### config.mk
export PLATFORM = sky130hd
export DESIGN_NAME = stack_mem_ctrl
export DESIGN_NICKNAME = d
export VERILOG_FILES = /design/src/rtl/stack_mem_ctrl.sv
export SDC_FILE = /design/constraint.sdc
export NUM_CORES = 1
export LEC_CHECK = 0
export CAP_MARGIN = 10
export CORE_MARGIN = 2
export CORE_UTILIZATION = 45
export DETAILED_ROUTE_END_ITERATION = 6
export HOLD_SLACK_MARGIN = 0.1
export PLACE_DENSITY = 0.85
export SLEW_MARGIN = 20
export SYNTH_ARGS = -nofsm -noshare
export SYNTH_HDL_FRONTEND = slang
export SYNTH_SLANG_ARGS = --single-unit
### constraint.sdc
create_clock -name clk -period 2.2 [get_ports clk]
set_clock_uncertainty 0.15 [all_clocks]
set_input_delay 0.33 -clock clk [delete_from_list [all_inputs] [get_ports clk]]
set_output_delay 0.33 -clock clk [all_outputs]
set_load 0.02 [all_outputs]
### src/rtl/stack_mem_ctrl.sv
// Data-memory sequencing controller for the 8-bit processor.
// Owns the empty-descending stack pointer (SP points at the next free slot) and
// runs LOAD/STORE (R0-addressed) and PUSH/POP/CALL/RET (SP-addressed) operations
// as a fixed IDLE -> EXEC -> DONE sequence.
// Ports:
//   clk, rst_n              clock, asynchronous active-low reset
//   op_valid/op_code        operation request; op_ready accepts it (IDLE, no sp_load)
//   sp_load/sp_wdata        direct SP load, IDLE only, wins over op_valid
//   err_clr                 clears the sticky error flags
//   mem_rdata               combinational memory read data
//   sp_out, sel_sp, sel_reg, mem_wr   memory address/data select and write strobe
//   rd_data/rd_valid/rd_dest          captured read data, valid pulse, 1 = PC target
//   done                    completion pulse; sp is the current SP
//   err_ovf/err_unf         sticky push-on-full / pop-on-empty flags
module stack_mem_ctrl #(
  parameter logic [7:0] SP_RESET    = 8'hFF,
  parameter logic [7:0] STACK_LIMIT = 8'hC0
) (
  input  logic       clk,
  input  logic       rst_n,
  input  logic       op_valid,
  input  logic [2:0] op_code,
  output logic       op_ready,
  input  logic       sp_load,
  input  logic [7:0] sp_wdata,
  input  logic       err_clr,
  input  logic [7:0] mem_rdata,
  output logic [7:0] sp_out,
  output logic       sel_sp,
  output logic       sel_reg,
  output logic       mem_wr,
  output logic [7:0] rd_data,
  output logic       rd_valid,
  output logic       rd_dest,
  output logic       done,
  output logic [7:0] sp,
  output logic       err_ovf,
  output logic       err_unf
);

  localparam int unsigned OPW = 3;

  localparam logic [OPW-1:0] OP_LOAD  = 3'b001;
  localparam logic [OPW-1:0] OP_STORE = 3'b010;
  localparam logic [OPW-1:0] OP_PUSH  = 3'b011;
  localparam logic [OPW-1:0] OP_POP   = 3'b100;
  localparam logic [OPW-1:0] OP_CALL  = 3'b101;
  localparam logic [OPW-1:0] OP_RET   = 3'b110;

  typedef enum logic [1:0] {
    ST_IDLE = 2'd0,
    ST_EXEC = 2'd1,
    ST_DONE = 2'd2
  } state_e;

  state_e         state_q, state_d;
  logic [OPW-1:0] op_q, op_d;
  logic           blk_q, blk_d;
  logic [7:0]     sp_q, sp_d;
  logic [7:0]     sp_out_q, sp_out_d;
  logic           sel_sp_q, sel_sp_d;
  logic           sel_reg_q, sel_reg_d;
  logic           mem_wr_q, mem_wr_d;
  logic [7:0]     rd_data_q, rd_data_d;
  logic           rd_valid_q, rd_valid_d;
  logic           rd_dest_q, rd_dest_d;
  logic           done_q, done_d;
  logic           err_ovf_q, err_ovf_d;
  logic           err_unf_q, err_unf_d;

  logic           full_c, empty_c;
  logic           pop_go, ovf_set, unf_set;

  assign full_c  = (sp_q == STACK_LIMIT - 8'd1);
  assign empty_c = (sp_q == SP_RESET);

  // Acceptance depends on the live sp_load input, so op_ready is combinational.
  assign op_ready = (state_q == ST_IDLE) && !sp_load;

  // Next-state and registered-output decode. Memory controls for EXEC are
  // decided at acceptance so they appear as clean flop outputs in EXEC; the
  // full/empty verdict is latched in blk_q since SP cannot move in between.
  always_comb begin
    state_d    = state_q;
    op_d       = op_q;
    blk_d      = blk_q;
    sp_d       = sp_q;
    sel_sp_d   = 1'b0;
    sel_reg_d  = 1'b0;
    mem_wr_d   = 1'b0;
    rd_data_d  = rd_data_q;
    rd_valid_d = 1'b0;
    rd_dest_d  = 1'b0;
    done_d     = 1'b0;
    pop_go     = 1'b0;
    ovf_set    = 1'b0;
    unf_set    = 1'b0;

    case (state_q)
      ST_IDLE: begin
        if (sp_load) begin
          sp_d = sp_wdata;
        end else if (op_valid) begin
          state_d = ST_EXEC;
          op_d    = op_code;
          blk_d   = 1'b0;
          case (op_code)
            OP_STORE: begin
              sel_reg_d = 1'b1;
              mem_wr_d  = 1'b1;
            end
            OP_PUSH, OP_CALL: begin
              if (full_c) begin
                blk_d = 1'b1;
              end else begin
                sel_sp_d  = 1'b1;
                sel_reg_d = (op_code == OP_PUSH);
                mem_wr_d  = 1'b1;
              end
            end
            OP_POP, OP_RET: begin
              if (empty_c) begin
                blk_d = 1'b1;
              end else begin
                sel_sp_d = 1'b1;
                pop_go   = 1'b1;
              end
            end
            default: ;
          endcase
        end
      end

      ST_EXEC: begin
        state_d   = ST_DONE;
        done_d    = 1'b1;
        rd_dest_d = (op_q == OP_RET);
        case (op_q)
          OP_LOAD: begin
            rd_data_d  = mem_rdata;
            rd_valid_d = 1'b1;
          end
          OP_PUSH, OP_CALL: begin
            if (blk_q) ovf_set = 1'b1;
            else       sp_d    = sp_q - 8'd1;
          end
          OP_POP, OP_RET: begin
            if (blk_q) begin
              unf_set = 1'b1;
            end else begin
              rd_data_d  = mem_rdata;
              rd_valid_d = 1'b1;
              sp_d       = sp_q + 8'd1;
            end
          end
          default: ;
        endcase
      end

      ST_DONE: state_d = ST_IDLE;

      default: state_d = ST_IDLE;
    endcase

    // POP/RET read the last occupied slot, one above SP, during EXEC only.
    sp_out_d  = pop_go ? (sp_q + 8'd1) : sp_d;

    // A new error in the same cycle as err_clr wins.
    err_ovf_d = ovf_set | (err_ovf_q & ~err_clr);
    err_unf_d = unf_set | (err_unf_q & ~err_clr);
  end

  // State and output registers.
  always_ff @(posedge clk or negedge rst_n) begin
    if (!rst_n) begin
      state_q    <= ST_IDLE;
      op_q       <= '0;
      blk_q      <= 1'b0;
      sp_q       <= SP_RESET;
      sp_out_q   <= SP_RESET;
      sel_sp_q   <= 1'b0;
      sel_reg_q  <= 1'b0;
      mem_wr_q   <= 1'b0;
      rd_data_q  <= '0;
      rd_valid_q <= 1'b0;
      rd_dest_q  <= 1'b0;
      done_q     <= 1'b0;
      err_ovf_q  <= 1'b0;
      err_unf_q  <= 1'b0;
    end else begin
      state_q    <= state_d;
      op_q       <= op_d;
      blk_q      <= blk_d;
      sp_q       <= sp_d;
      sp_out_q   <= sp_out_d;
      sel_sp_q   <= sel_sp_d;
      sel_reg_q  <= sel_reg_d;
      mem_wr_q   <= mem_wr_d;
      rd_data_q  <= rd_data_d;
      rd_valid_q <= rd_valid_d;
      rd_dest_q  <= rd_dest_d;
      done_q     <= done_d;
      err_ovf_q  <= err_ovf_d;
      err_unf_q  <= err_unf_d;
    end
  end

  assign sp_out   = sp_out_q;
  assign sel_sp   = sel_sp_q;
  assign sel_reg  = sel_reg_q;
  assign mem_wr   = mem_wr_q;
  assign rd_data  = rd_data_q;
  assign rd_valid = rd_valid_q;
  assign rd_dest  = rd_dest_q;
  assign done     = done_q;
  assign sp       = sp_q;
  assign err_ovf  = err_ovf_q;
  assign err_unf  = err_unf_q;

endmodule

; ---- Word-level counts from Yosys, hierarchy flattened
; Cells that the tools add are included.
[totals]
wordCells = 92
inputBits = 24
ff_bits = 38
output_inout_bits = 33
[classes]
n_reduce_logical = 11
n_eq_ne = 16
muxes = 43
n_addsub = 2
n_bitwise = 6
[op_table]
columns = op, count
row1 = 8-bit case mux with 2 select lines, 3
row2 = 8-bit two-way mux, 5
row3 = 1-bit two-way mux, 27
row4 = "3-bit equality test, second input constant", 6
row5 = "8-bit equality test, second input constant", 2
row6 = 1-bit case mux with 2 select lines, 5
row7 = "3-bit by 2-bit equality test with 1-bit output, second input constant", 3
row8 = "8-bit by 1-bit adder with 8-bit output, second input constant", 1
row9 = 2-bit OR reduction, 4
row10 = "8-bit by 1-bit subtractor with 8-bit output, second input constant", 1
row11 = "2-bit != test, second input constant", 3
row12 = 3-bit AND reduction, 2
row13 = 2-bit two-way mux, 2
row14 = 2-bit case mux with 2 select lines, 1
row15 = "3-bit by 1-bit equality test with 1-bit output, second input constant", 1
row16 = 1-bit AND, 2
row17 = "2-bit by 1-bit equality test with 1-bit output, second input constant", 1
row18 = 2-bit zero test, 1
row19 = 1-bit inverter, 2
row20 = 1-bit OR, 2
row21 = 2-bit AND reduction, 1
row22 = 2-bit nonzero test, 1
row23 = 1-bit logical AND, 1
row24 = 1-bit zero test, 1

; ---- Logic depth before layout (Yosys ltp)
[depth]
word_depth = 7
ltp_mapped = 7
ltp_nobuf = 7

; ---- Worst setup path before layout
; Ideal clock, no wire load.
[synth_timing]
path_kind = register to register
start = reg state_q[0]
end = reg sp_out_q[4] (netlist: sp_out[4])
slack_ns = 0.211
arrival_ns = 1.767
path_stages_with_launch = 6
path_buffers = 0
setup_ns = 0.072
required_time_ns = 1.978
path_cell_list = dfrtp_1 > or4b_4 > nor3b_4 > o21a_4 > mux2_1 > o21ai_1
[synth_via]
elab_chain_len = 3
[synth_lines]
columns = element, line
row1 = start: declaration, 56  ; state_e state_q, state_d;
row2 = start signal: assignment, 191  ; state_q <= state_d;
row3 = 2-bit by 1-bit equality test with 1-bit output or 2-bit zero test (tied branches), 99  ; case (state_q)
row4 = 8-bit case mux with 2 select lines or 1-bit two-way mux (tied branches), 99
row5 = 8-bit two-way mux *, 166  ; sp_out_d = pop_go ? (sp_q + 8'd1) : sp_d;
row6 = via sp_out_d[4], 60  ; logic [7:0] sp_out_q, sp_out_d;
row7 = end signal: assignment, 195  ; sp_out_q <= sp_out_d;
row8 = end: declaration, 60
; The timed path passes the listed nets; every way through them passes the cells marked *.
; A chain may end at the register's enable or synchronous reset.

; ---- Worst setup path in the final report
[layout_timing]
start = reg sp_q[2] (netlist: sp[2])
end = out sp[2]
[layout_lines]
columns = element, line
row1 = start: declaration, 59  ; logic [7:0] sp_q, sp_d;
row2 = start signal: assignment, 194  ; sp_q <= sp_d;
row3 = end: declaration, 36  ; output logic [7:0] sp,
; No word-level cell between the ends.

==> flow_summary.html <==
<table>
<tr><th>Metric</th><th>Value</th></tr>
<tr><th colspan="2">Worst setup path</th></tr>
<tr><td>Setup crit start kind</td><td>flip-flop</td></tr>
<tr><td>Critical path peak fanout</td><td>10</td></tr>
<tr><td>Worst path buffer plus inverter count</td><td>2</td></tr>
<tr><td>Gate family responsible for the most delay along the worst path</td><td>buffers and inverters</td></tr>
<tr><td>Crit path kind</td><td>flip-flop to primary output</td></tr>
<tr><td>Endpoint class of the critical path</td><td>primary output</td></tr>
<tr><td>Critical path required time</td><td>1.72 ns</td></tr>
<tr><td>Slack of the worst reg-to-reg path</td><td>0.19 ns</td></tr>
<tr><td>Depth of the most critical reg-to-reg path</td><td>7</td></tr>
<tr><td>Worst reg2reg path startpoint</td><td>sp[1]$_DFF_PN1_</td></tr>
<tr><td>Cells traversed along the worst timing path</td><td>buf_4 &gt; clkdlybuf4s50_1</td></tr>
<tr><td>Terminus of the critical flop-to-flop path</td><td>sp_out[1]$_DFF_PN1_</td></tr>
<tr><td>Cell with the largest stage delay on the worst path</td><td>clkdlybuf4s50_1</td></tr>
<tr><td>Worst Path Arrival</td><td>1.62 ns</td></tr>
<tr><td>Worst stage delay on the critical path</td><td>0.61 ns</td></tr>
<tr><th colspan="2">Yosys</th></tr>
<tr><td>Post-synthesis instance total</td><td>213</td></tr>
<tr><td>Mapped Area</td><td>0.002105 mm2</td></tr>
<tr><td>Post-synthesis cell type with the largest combined area</td><td>dfrtp_1</td></tr>
<tr><td>Portion of netlist area occupied by mux cells</td><td>0.06837</td></tr>
<tr><td>Post-synthesis sequential area ratio</td><td>0.4614</td></tr>
<tr><td>Compound-Gate Fraction of Synth Area</td><td>0.1914</td></tr>
<tr><td>Post-synthesis async set-or-reset flop share</td><td>1.000</td></tr>
<tr><td>Largest family of logic cells by synthesized area</td><td>compound AO/OA/AOI/OAI gates</td></tr>
<tr><td>Syn nets</td><td>239</td></tr>
<tr><td>Average size of a mapped cell</td><td>9.880 um2</td></tr>
<tr><td>Number of synthesized flops with an enable pin</td><td>0</td></tr>
<tr><td>Area share of the leading cell type in the synthesized netlist</td><td>0.2616</td></tr>
<tr><td>Synth Area in Simple Gates</td><td>0.1736</td></tr>
<tr><td>Main synth FF type</td><td>dfrtp_1</td></tr>
<tr><td>Total of warnings raised by yosys</td><td>0</td></tr>
<tr><td>Top area cells in the synthesized netlist</td><td>dfrtp_1 26%, dfstp_2 20%, mux2_2 5.4%</td></tr>
<tr><td>Number of distinct library cells after synthesis</td><td>56</td></tr>
<tr><td>Seq cells post-synth</td><td>38</td></tr>
<tr><td>Adder-cell area share of the yosys netlist</td><td>0.01189</td></tr>
<tr><td>Synthesized-area fraction occupied by xor and xnor cells</td><td>0.03746</td></tr>
<tr><th colspan="2">Clock tree</th></tr>
<tr><td>Worst skew pair latency</td><td>0.30 ns</td></tr>
<tr><td>Buffer depth of the longest clock path</td><td>2</td></tr>
<tr><td>Clock buffers created by TritonCTS</td><td>5</td></tr>
<tr><td>Clock tree from TritonCTS</td><td>done</td></tr>
<tr><td>Post-CTS Setup Bufs</td><td>0</td></tr>
<tr><td>Clock net sink count</td><td>38</td></tr>
<tr><td>CTS H-tree lvls</td><td>2</td></tr>
<tr><td>Clock root buffer</td><td>clkbuf_8</td></tr>
<tr><td>Post-CTS clock slew at the launch and capture registers of the worst setup and hold paths</td><td>0.07 ns</td></tr>
<tr><th colspan="2">Min path</th></tr>
<tr><td>Class of the tightest hold or removal check</td><td>flip-flop to flip-flop</td></tr>
<tr><td>Hold Path Stages</td><td>1</td></tr>
<tr><td>HP Start</td><td>rd_data[7]$_DFFE_PN0P_</td></tr>
<tr><td>Hold EP</td><td>rd_data[7]$_DFFE_PN0P_</td></tr>
<tr><th colspan="2">Placement</th></tr>
<tr><td>Buffers added on ports</td><td>56</td></tr>
<tr><td>RePlAce Congestion</td><td>0.8919</td></tr>
<tr><td>Worst slack, placed</td><td>-0.06643 ns</td></tr>
<tr><td>HPWL after detailed placement</td><td>3702 um</td></tr>
<tr><th colspan="2">Layout</th></tr>
<tr><td>Number of diodes</td><td>0</td></tr>
<tr><td>Area growth from synthesis to final layout</td><td>38.11%</td></tr>
<tr><td>Filler cell count</td><td>385</td></tr>
<tr><td>Footprint of the multi-input gates</td><td>0.001023 mm2</td></tr>
<tr><td>Layout net count</td><td>306</td></tr>
<tr><td>Sequential Area</td><td>970.9 um2</td></tr>
<tr><td>Utilization after layout</td><td>0.6540</td></tr>
<tr><td>Layout cell share with drive strength beyond 1</td><td>0.2143</td></tr>
<tr><th colspan="2">Power and ir drop</th></tr>
<tr><td>Pwr per Cell Area</td><td>941.6 mW/mm2</td></tr>
<tr><td>Pleak</td><td>1.218 nW</td></tr>
<tr><td>Total power after layout</td><td>2.737 mW</td></tr>
<tr><td>Worst IR drop on VDD</td><td>0.4600 mV</td></tr>
<tr><th colspan="2">STA</th></tr>
<tr><td>Relative slew margins</td><td>0.4525</td></tr>
<tr><td>Number of slew-limit violations in the final report</td><td>0</td></tr>
<tr><td>Final critical delay including setup and external delays</td><td>2.103 ns</td></tr>
<tr><td>Transition time at the pin with the least slew margin</td><td>0.8213 ns</td></tr>
<tr><td>Final number of setup-violating endpoints</td><td>0</td></tr>
<tr><td>Maximum operating frequency</td><td>0.4756 GHz</td></tr>
<tr><td>Post-route clock period utilization</td><td>0.9557</td></tr>
<tr><td>Number of hold violations in the final report</td><td>0</td></tr>
<tr><td>Unrepaired setup endpoints after global routing</td><td>no</td></tr>
<tr><td>Post-route worst setup slack</td><td>0.09747 ns</td></tr>
<tr><th colspan="2">Run status</th></tr>
<tr><td>Run status</td><td>finished, final reports clean</td></tr>
<tr><th colspan="2">Floorplan</th></tr>
<tr><td>Effective utilization at floorplan</td><td>0.4735</td></tr>
<tr><td>Die X-Extent</td><td>72.39 um</td></tr>
<tr><td>Count of boundary I/O pins</td><td>57</td></tr>
<tr><td>Total number of placement rows</td><td>24</td></tr>
<tr><td>Overall die height</td><td>72.39 um</td></tr>
<tr><td>Placeable Area</td><td>0.004444 mm2</td></tr>
<tr><td>Floorplan die area</td><td>0.005240 mm2</td></tr>
<tr><th colspan="2">Detailed routing</th></tr>
<tr><td>First-pass iteration count of the detailed router</td><td>4</td></tr>
<tr><td>1st-iter DRT viols</td><td>114</td></tr>
<tr><td>Via total after detailed routing</td><td>1865</td></tr>
<tr><td>Post-route ant nets</td><td>0</td></tr>
<tr><td>Residual DRC count</td><td>0</td></tr>
<tr><td>Via-to-Cell Ratio</td><td>5.617</td></tr>
<tr><td>Routed wire length</td><td>4998 um</td></tr>
<tr><td>Routed WL per cell</td><td>15.05 um</td></tr>
<tr><th colspan="2">GRT</th></tr>
<tr><td>First-pass GRT wire length</td><td>8238 um</td></tr>
<tr><td>Total routing usage reported by global routing</td><td>0.2043</td></tr>
<tr><td>Pin count of the biggest net entering global routing</td><td>39</td></tr>
<tr><td>Aggregate global routing overflow</td><td>0</td></tr>
<tr><td>Vias in the first global route</td><td>1790</td></tr>
<tr><td>Antenna violations before repair</td><td>0</td></tr>
<tr><th colspan="2">Run</th></tr>
<tr><td>Max-capacitance violation count</td><td>0</td></tr>
</table>
-- placed cells by master (no fill, tap or decap), drive strengths merged, types with 3 or more instances in the layout --
cell type / n
nand4: 7
o21ai: 16
nand2: 21
clkbuf: 5
dfrtp: 22
nand2b: 4
nor2: 10
nand3: 4
mux2: 11
a21oi: 10
nor3b: 3
dfstp: 16
buf: 17
inv: 14
o211ai: 4
and3: 3
xnor2: 5
nor3: 5
clkdlybuf4s50: 54
xor2: 4
o22ai: 4
-- cells by family (layout without fill, tap and decap cells) --
group,count (synthesis),after routing
DFF,38,38
muxes,13,13
xor gates and xnor gates,9,9
and+or+nand+nor,66,66
buffers and inverters,28,95
AOI/OAI and AO/OA,57,57
adders and majority gates,2,2
-- cell type report --
cell class / count / area share
clock buffers: 5 / 0.02368
clock inverters: 2 / 0.01162
inverters: 15 / 0.01937
multi-input cells: 147 / 0.3521
flip-flops and latches: 38 / 0.3341
well taps: 52 / 0.02238
repair buffers: 73 / 0.2368
-- synth_stat cells (4+ instances only) --
cell type,number
o21ai_0,13
nand2_1,21
inv_1,14
xor2_1,4
mux2_2,10
o211ai_1,4
nor3_1,5
o22ai_1,4
dfstp_2,16
nor2_1,10
dfrtp_1,22
nand2b_1,4
clkbuf_1,8
nand4_1,7
xnor2_1,5
a21oi_1,9
-- per-layer routing --
metal  wire, um  vias to the layer above  GRT usage
li1           -                      904          -
met1       2142                      878     0.2703
met2       2399                       73     0.3252
met3        362                       10    0.04583
met4         95                        0    0.08436
met5          0                        -          0
-- report_power, final --
part	total [mW]	switching, mW	internal (mW)
Combinational	1.13	0.575	0.550
Clock	0.566	0.239	0.327
Sequential	1.04	0.131	0.914
Total	2.74	0.945	1.79
-- worst register-to-register path: stages (launching register included) --
cell,delay [ns]
dfstp_2,0.61
inv_1,0.11
ha_1,0.30
inv_1,0.07
o21ai_0,0.08
a31oi_1,0.20
o32ai_1,0.15
mux2_2,0.28
-- through the flow --
| stage | hold WS, ns | TNS [ns] | instances | instance area, um2 |
|---|---|---|---|---|
| final | 0.3537 | 0 | 332 | 2907 |
| after global routing | 0.3720 | 0 | 332 | 2907 |
| after CTS | 0.3578 | 0 | 332 | 2897 |
| after detailed placement | 0.3160 | -0.1813 | 324 | 2784 |
| after global placement | 0.3146 | -0.07030 | 324 | 2784 |
| after floorplan | -0.1156 | 0 | 213 | 2105 |
-- how the worst max path moves through the flow --
stage	end	startpoint	slack, ns	cells after the start
3_3_place_gp	sp_out[4]$_DFF_PN1_	sp_load	-0.05	6
4_1_cts	op_ready	state_q[0]$_DFFE_PN0P_	0.03	3
5_1_grt	sp_out[1]$_DFF_PN1_	op_q[0]$_DFFE_PN0P_	0.03	5
3_5_place_dp	sp_out[0]$_DFF_PN1_	sp_load	-0.07	7
6_report	sp[2]	sp[2]$_DFF_PN1_	0.1	2
2_1_floorplan	sp_out[4]$_DFF_PN1_	state_q[0]$_DFFE_PN0P_	0.21	5
-- what timing repair did --
action	CTS	global route
endpoints found under the setup margin	0	2
gates resized for setup	0	2
hold buffers	1	0
hold endpoints to repair	22	0
Note: power is estimated with default switching activity, not from simulation.
